### config.mk
export PLATFORM = sky130hd
export DESIGN_NAME = ifetch_ctrl_flat
export DESIGN_NICKNAME = d
export VERILOG_FILES = /design/src/rtl/ifetch_ctrl_if.sv /design/src/rtl/ifetch_ctrl.sv /design/src/flat_wrapper.sv
export SDC_FILE = /design/constraint.sdc
export NUM_CORES = 1
export LEC_CHECK = 0
export ABC_CLOCK_PERIOD_IN_PS = 1900
export CAP_MARGIN = 0
export CORE_AREA = 3 3 121 123
export DETAILED_ROUTE_END_ITERATION = 7
export DIE_AREA = 0 0 124 126
export HOLD_SLACK_MARGIN = 0.02
export PLACE_DENSITY = 0.67
export SLEW_MARGIN = 5
export SYNTH_ARGS = -nofsm -noshare
export SYNTH_HDL_FRONTEND = slang
export SYNTH_SLANG_ARGS = --single-unit
export TNS_END_PERCENT = 20
### constraint.sdc
create_clock -name clk -period 1.9 [get_ports clk]
set_clock_uncertainty 0.15 [all_clocks]
set_input_delay 0.57 -clock clk [delete_from_list [all_inputs] [get_ports clk]]
set_output_delay 0.57 -clock clk [all_outputs]
set_load 0.01 [all_outputs]
### src/rtl/ifetch_ctrl_if.sv
// ifetch_ctrl_if: SRAM-like instruction bus (req / addr_ok / data_ok) between the
// fetch sequencer and instruction memory.
//   master (fetch side): drives inst_req, inst_addr; samples addr_ok, data_ok, rdata
//   slave  (memory side): samples inst_req, inst_addr; drives addr_ok, data_ok, rdata
interface ifetch_ctrl_if;
  logic        inst_req;
  logic [31:0] inst_addr;
  logic        inst_addr_ok;
  logic        inst_data_ok;
  logic [31:0] inst_rdata;

  modport master (
    output inst_req,
    output inst_addr,
    input  inst_addr_ok,
    input  inst_data_ok,
    input  inst_rdata
  );

  modport slave (
    input  inst_req,
    input  inst_addr,
    output inst_addr_ok,
    output inst_data_ok,
    output inst_rdata
  );
endinterface

### src/rtl/ifetch_ctrl.sv
// ifetch_ctrl: instruction-fetch sequencer between the PC register and the
// instruction bus. One bus request per instruction, one transaction outstanding,
// the returned word buffered for decode. A flush discards any in-flight response.
//
// Ports:
//   clk, rst        clock; synchronous active-high reset
//   pc_i            current PC
//   flush_i         exception / branch redirect this cycle
//   pipe_stall_i    decode cannot accept the buffered instruction
//   bus             instruction bus, master side
//   inst_o          fetched instruction (NOP_INST when the fetch was suppressed)
//   inst_pc_o       PC of inst_o
//   inst_valid_o    inst_o / inst_pc_o valid
//   inst_stall_o    freezes the PC while no instruction is ready
//   adel_o          fetch suppressed because the PC was misaligned
//
// Optional feature, enabled by defining IFETCH_PERF_EN:
//   perf_stall_cnt    cycles spent stalled in REQ or WAIT (wraps)
//   perf_discard_cnt  dropped responses (saturates)
module ifetch_ctrl #(
  parameter logic [31:0] NOP_INST = 32'h0000_0000
) (
  input  logic                clk,
  input  logic                rst,
  input  logic [31:0]         pc_i,
  input  logic                flush_i,
  input  logic                pipe_stall_i,
  ifetch_ctrl_if.master       bus,
  output logic [31:0]         inst_o,
  output logic [31:0]         inst_pc_o,
  output logic                inst_valid_o,
  output logic                inst_stall_o,
  output logic                adel_o
`ifdef IFETCH_PERF_EN
  ,
  output logic [31:0]         perf_stall_cnt,
  output logic [15:0]         perf_discard_cnt
`endif
);

  typedef enum logic [1:0] {StIdle, StReq, StWait, StReady} state_e;

  state_e      state_q;
  logic [31:0] req_addr_q;
  logic        discard_q;
  logic [31:0] inst_q;
  logic [31:0] inst_pc_q;
  logic        adel_q;

  // Response arriving in WAIT that must not reach decode.
  logic resp_drop;
  assign resp_drop = (state_q == StWait) && bus.inst_data_ok && (discard_q || flush_i);

  always_ff @(posedge clk) begin
    if (rst) begin
      state_q    <= StIdle;
      req_addr_q <= 32'h0;
      discard_q  <= 1'b0;
      inst_q     <= NOP_INST;
      inst_pc_q  <= 32'h0;
      adel_q     <= 1'b0;
    end else begin
      unique case (state_q)
        StIdle: begin
          // pc_i is stale during a flush; wait for the redirected PC.
          if (!flush_i) begin
            if (pc_i[1:0] != 2'b00) begin
              inst_q    <= NOP_INST;
              inst_pc_q <= pc_i;
              adel_q    <= 1'b1;
              state_q   <= StReady;
            end else begin
              req_addr_q <= pc_i;
              state_q    <= StReq;
            end
          end
        end
        StReq: begin
          // A request cannot be withdrawn; a flush only marks its response stale.
          if (flush_i) begin
            discard_q <= 1'b1;
          end
          if (bus.inst_addr_ok) begin
            state_q <= StWait;
          end
        end
        StWait: begin
          if (bus.inst_data_ok) begin
            if (discard_q || flush_i) begin
              discard_q <= 1'b0;
              state_q   <= StIdle;
            end else begin
              inst_q    <= bus.inst_rdata;
              inst_pc_q <= req_addr_q;
              adel_q    <= 1'b0;
              state_q   <= StReady;
            end
          end else if (flush_i) begin
            discard_q <= 1'b1;
          end
        end
        StReady: begin
          // Leave on flush (word dropped) or when decode takes the word.
          if (flush_i || !pipe_stall_i) begin
            state_q <= StIdle;
          end
        end
        default: state_q <= StIdle;
      endcase
    end
  end

  assign bus.inst_req  = (state_q == StReq);
  assign bus.inst_addr = req_addr_q;

  assign inst_o       = inst_q;
  assign inst_pc_o    = inst_pc_q;
  assign adel_o       = adel_q;
  assign inst_valid_o = (state_q == StReady);
  assign inst_stall_o = (state_q != StReady);

`ifdef IFETCH_PERF_EN
  logic [31:0] perf_stall_q;
  logic [15:0] perf_discard_q;

  always_ff @(posedge clk) begin
    if (rst) begin
      perf_stall_q   <= 32'h0;
      perf_discard_q <= 16'h0;
    end else begin
      if (inst_stall_o && (state_q == StReq || state_q == StWait)) begin
        perf_stall_q <= perf_stall_q + 32'd1;
      end
      if (resp_drop && (perf_discard_q != 16'hFFFF)) begin
        perf_discard_q <= perf_discard_q + 16'd1;
      end
    end
  end

  assign perf_stall_cnt   = perf_stall_q;
  assign perf_discard_cnt = perf_discard_q;
`else
  // Without the counters resp_drop has no consumer.
  logic unused_resp_drop;
  assign unused_resp_drop = resp_drop;
`endif

endmodule
### src/flat_wrapper.sv
// flat-port wrapper written by rule: the top's interface ports become plain ports
module ifetch_ctrl_flat 
#(
  parameter logic [31:0] NOP_INST = 32'h0000_0000
)
  (clk, rst, pc_i, flush_i, pipe_stall_i, inst_o, inst_pc_o, inst_valid_o, inst_stall_o, adel_o, bus_inst_req, bus_inst_addr, bus_inst_addr_ok, bus_inst_data_ok, bus_inst_rdata);
  ifetch_ctrl_if bus_i ();
  input  logic clk;
  input  logic rst;
  input  logic [31:0] pc_i;
  input  logic flush_i;
  input  logic pipe_stall_i;
  output logic [31:0] inst_o;
  output logic [31:0] inst_pc_o;
  output logic inst_valid_o;
  output logic inst_stall_o;
  output logic adel_o;
  output wire logic [$bits(bus_i.inst_req)-1:0] bus_inst_req;
  output wire logic [$bits(bus_i.inst_addr)-1:0] bus_inst_addr;
  input wire logic [$bits(bus_i.inst_addr_ok)-1:0] bus_inst_addr_ok;
  input wire logic [$bits(bus_i.inst_data_ok)-1:0] bus_inst_data_ok;
  input wire logic [$bits(bus_i.inst_rdata)-1:0] bus_inst_rdata;
  assign bus_inst_req = bus_i.inst_req;
  assign bus_inst_addr = bus_i.inst_addr;
  assign bus_i.inst_addr_ok = bus_inst_addr_ok;
  assign bus_i.inst_data_ok = bus_inst_data_ok;
  assign bus_i.inst_rdata = bus_inst_rdata;
  ifetch_ctrl #(.NOP_INST(NOP_INST)) u_core (.clk(clk), .rst(rst), .pc_i(pc_i), .flush_i(flush_i), .pipe_stall_i(pipe_stall_i), .bus(bus_i), .inst_o(inst_o), .inst_pc_o(inst_pc_o), .inst_valid_o(inst_valid_o), .inst_stall_o(inst_stall_o), .adel_o(adel_o));
endmodule
; Word level (Yosys, flattened, before mapping)
; Index checks and enable logic that the tools add are counted.
[word_totals]
output_inout_bits = 100
inputBits = 70
register_bits = 100
[classes]
eq_ne = 11
muxes = 26
n_reduce_logical = 11
bitwise_logic = 2
[op_table]
columns = operator, n
row1 = $mux W32, 8
row2 = $pmux W32 S2, 2
row3 = $mux W2, 6
row4 = $ne A2 B2 Y1 const B, 4
row5 = $pmux W2 S4, 1
row6 = $mux W1, 7
row7 = $ne A2 B1 Y1 const B, 3
row8 = $reduce_bool A2 Y1, 3
row9 = $reduce_and A5 Y1, 1
row10 = $eq A2 B2 Y1 const B, 2
row11 = $pmux W1 S2, 2
row12 = $reduce_and A4 Y1, 1
row13 = $ne A3 B3 Y1 const B, 1
row14 = $reduce_and A3 Y1, 1
row15 = $eq A2 B1 Y1 const B, 1
row16 = $logic_not A2 Y1, 1
row17 = $logic_or A1 B1 Y1, 2
row18 = $not A1 Y1, 2
row19 = $reduce_and A2 Y1, 1
row20 = $logic_not A1 Y1, 1

; Longest topological paths before layout
[depth]
word_depth = 4
depth_mapped = 7

; Worst setup path before layout
; No wires, ideal clock.
[synth_path]
path_type = flip-flop to flip-flop
from = register u_core.state_q[0]
to = register u_core.inst_pc_q[0], in the netlist u_core.inst_pc_o[0]
setup_time_ns = 0.121
path_stages_with_launch = 8
arrival_ns = 1.778
path_slack_ns = -0.149
synth_period_minus_slack_ns = 2.049
cell_sequence = dfxtp_1 > inv_1 > ha_1 > buf_2 > mux2i_1 > a221o_1 > buf_6 > mux2_4
[synth_via]
elab_chain_len = 3
elab_cells_between_ends = 9
[synth_rtl]
columns = item, line
row1 = "start, declared", ifetch_ctrl.sv:43  ; state_e state_q;
row2 = "start signal, assigned", ifetch_ctrl.sv:56  ; state_q <= StIdle;
row3 = "start signal, assigned", ifetch_ctrl.sv:71  ; state_q <= StReady;
row4 = "start signal, assigned", ifetch_ctrl.sv:74  ; state_q <= StReq;
row5 = $eq A2 B2 Y1 / $logic_not A2 Y1 (equally long branches), ifetch_ctrl.sv:63  ; unique case (state_q)
row6 = $ne A2 B2 Y1 (no line) (tied with other cells), n/a
row7 = $reduce_and A5 Y1 (no line), n/a
row8 = "end signal, assigned", ifetch_ctrl.sv:69  ; inst_pc_q <= pc_i;
row9 = "end signal, assigned", ifetch_ctrl.sv:94  ; inst_pc_q <= req_addr_q;
row10 = "end, declared", ifetch_ctrl.sv:47  ; logic [31:0] inst_pc_q;
; Parallel ways exist; a longest one is shown, timed or not.
; A chain may end at the register's enable or synchronous reset.

; Worst setup path in the final report
[layout_path]
from = register u_core.state_q[0]
to = register u_core.inst_pc_q[22], in the netlist u_core.inst_pc_o[22]
; The elaborated chain is that of the path after synthesis.

==> impl_results.md <==
- Status: finished, violations left
- Violated checks: negative setup slack
- CTS Hold Bufs: 0
- Pwr dens: 1180 nW/um2
- Layout Nets: 734
- Clock sink count: 100
- Most frequent cells in the layout: dlygate4sd2_1, dfxtp_1, mux2i_1
- Placed Instances: 826
- Share of cells above drive strength 1: 14.6%
- Most common cell after layout, fill and taps aside: dlygate4sd2_1
- Clock Latency Late Sink: around 0.34 ns
- Startpoint Class: register
- Max_slew headroom: 75.3%
- Final HPWL DP: 8880 um
- Diodes inserted: 0
- Largest net degree at the start of global routing: 92
- Rows: 43
- Simple-Gate Fraction of Synth Area: 23.1%
- Critical Path End Type: register
- Cells after synthesis: slightly below 500
- Max clock buf depth: 2
- Setup ws final: -0.0998 ns
- Clk root buf: clkbuf_16
- Total number of vias: 3984
- Yosys cell types: 25
- Die X: 124 um
- Initial Utilization: 34.5%
- DRC viols: 0
- Fin crit share: 105%
- Final ANT Viol Nets: 0
- CP required: 1.98 ns
- Mapped Avg Cell Area: 9.71 um2
- Final Power: 8300 uW
- CTS Buf Count: 9
- Synthesis warning total: 0
- Static Leak: 0.00313 uW
- Fin crit period: approximately 2 ns
- Worst setup path startpoint: u_core.state_q[0]
- H-tree depth: 3
- P&R area growth vs syn: 47.9%
- Final setup fails: 66
- Drt via density: roughly 4.7
- Hold WC Path Type: reg -> reg
- Crit-path max FO: 31
- Slew @ Worst Pin: approximately 0.37 ns
- CTS tree: yes
- Global-route wire length before repair: ~20000 um
- Fmax: roughly 0.50 GHz
- Initial antenna violation count: 0
- Post-Layout Cell Count: roughly 840
- Hold Fails Final Rpt: 0
- Grt total ovfl: 0
- Placeable Area: ~14000 um2
- Largest family of logic cells by synthesized area: multiplexers
- Mux contribution to synthesized area: 24.3%
- Gpl congestion: 0.728
- Top-Level Pins: 170
- XOR/XNOR Fraction of Synth Area: 0%
- Post-synthesis adder-cell area fraction: 1.32%
- Sequential fraction of the synthesis area: 42.1%
- DR pass1 iterations: 4
- Chip height: 126 um
- Worst Reg-to-Reg Cells: 7
- Mapped Nets: roughly 570
- CP Class: reg -> reg
- R2R Setup Slk: -0.1 ns
- PortBufs: 169
- Routed wire per std cell: between 10 and 15 um
- Reg-to-Reg Start: u_core.state_q[0]
- CP Capture Point: u_core.inst_pc_o[22]
- RSZ-0062 raised after global routing: yes
- CTS clock-pin slew for the worst setup and hold paths: 0.07 ns
- Setup TNS Final: -4.02 ns
- CP Data Arrival Time: 2.08 ns
- Routed WL: 12600 um
- Max_cap viols: 0
- Max VDD drop: 0.590 mV
- Number of global-route vias before repair: 4010
- Post-CTS setup buffers: 0
- Total GRT Usage: 15.9%
- #FFs+latches synth: 100
- Post-Syn Area: 4760 um2
- Final Core Density: around half
- DR iter-0 viols: between 150 and 200
- FF-to-FF End: u_core.inst_pc_o[22]
- Final slew viol count: 0
- Post-synthesis compound-gate area fraction: about 4.7%
- Die area: 15600 um2
sequential cells by signal, summed over array words and instances (netlist names):
signal / cells
u_core.adel_o: 1
u_core.inst_pc_o: 32
u_core.state_q: 2
u_core.bus.inst_addr: 32
u_core.discard_q: 1
u_core.inst_o: 32
cell type report:
class / instances / area [um2]
inverters: 4 / 15.0
flip-flops and latches: 100 / 2000
multi-input cells: 347 / 2610
clock buffers: 10 / 239
fillers: 1315 / 6740
clock inverters: 5 / 28.8
well taps: 180 / 225
repair buffers: 197 / 1910
per-layer routing:
metal  share of wire, %  track usage (%)
met5                  0                0
met4                1.6             6.06
met3                9.2             5.61
met2                 45             24.8
met1                 44             20.2
worst min path at each step:
stage / from / end / cells after the start
CTS: u_core.bus.inst_addr[4] / u_core.bus.inst_addr[4] / 2
floorplan: u_core.bus.inst_addr[10] / u_core.bus.inst_addr[10] / 2
detailed placement: u_core.bus.inst_addr[4] / u_core.bus.inst_addr[4] / 2
global placement: u_core.bus.inst_addr[7] / u_core.bus.inst_addr[7] / 2
finish: u_core.bus.inst_addr[4] / u_core.bus.inst_addr[4] / 2
global route: u_core.bus.inst_addr[24] / u_core.bus.inst_addr[24] / 2
power by group:
group,switching (uW),total [uW],internal [uW],leakage (uW)
clock network,791,1700,910,0.000138
logic,1700,3850,2150,0.00218
registers,230,2750,2520,0.000813
worst max-delay path, stage by stage, from the launching register on:
cell and delay (ns):
dfxtp_2 0.35, inv_2 0.05, buf_6 0.12, ha_4 0.17, mux2i_4 0.19, a221o_2 0.33
buf_12 0.21, mux2_4 0.31
cells in the mapped netlist:
cell,n,area [um2]
or2_1,1,6.26
a311oi_1,1,8.76
buf_2,6,30.0
or4b_2,1,10.0
ha_1,5,62.6
nand2_1,61,229
a21oi_1,32,160
o21bai_1,1,7.51
nor3b_1,2,15.0
mux2i_1,66,661
dfxtp_1,100,2000
a221oi_4,1,26.3
mux2_4,30,450
nor2b_1,33,206
a221o_1,2,20.0
buf_6,6,67.6
nor2_1,36,135
inv_1,4,15.0
mux2_2,4,45.0
clkbuf_1,27,101
or3b_2,1,8.76
nand4_1,1,6.26
nor4b_2,1,15.0
nand2b_1,35,219
nand3b_1,33,248
cell families (layout without fill, tap and decap cells):
kind of cell    count (synthesis)  after routing
compound gates                 37             37
fa+ha+maj                       5              5
buf+inv                        43            216
flops                         100            100
mux                           100            100
simple gates                  205            205
metrics by stage:
step	cell area (um2)	setup slack, ns	hold slack [ns]
final	7030	-0.0998	0.316
after global routing	7030	-0.160	0.339
after CTS	7030	-0.100	0.315
after detailed placement	6780	-0.708	0.309
after global placement	6780	-0.669	0.306
after floorplan	4800	-0.0224	0.342
timing repair:
action | in CTS | in global routing
endpoints found under the setup margin | 198 | 98
gates resized for setup | 125 | 1
gates cloned | 2 | 0
Note: power is estimated with default switching activity, not from simulation.
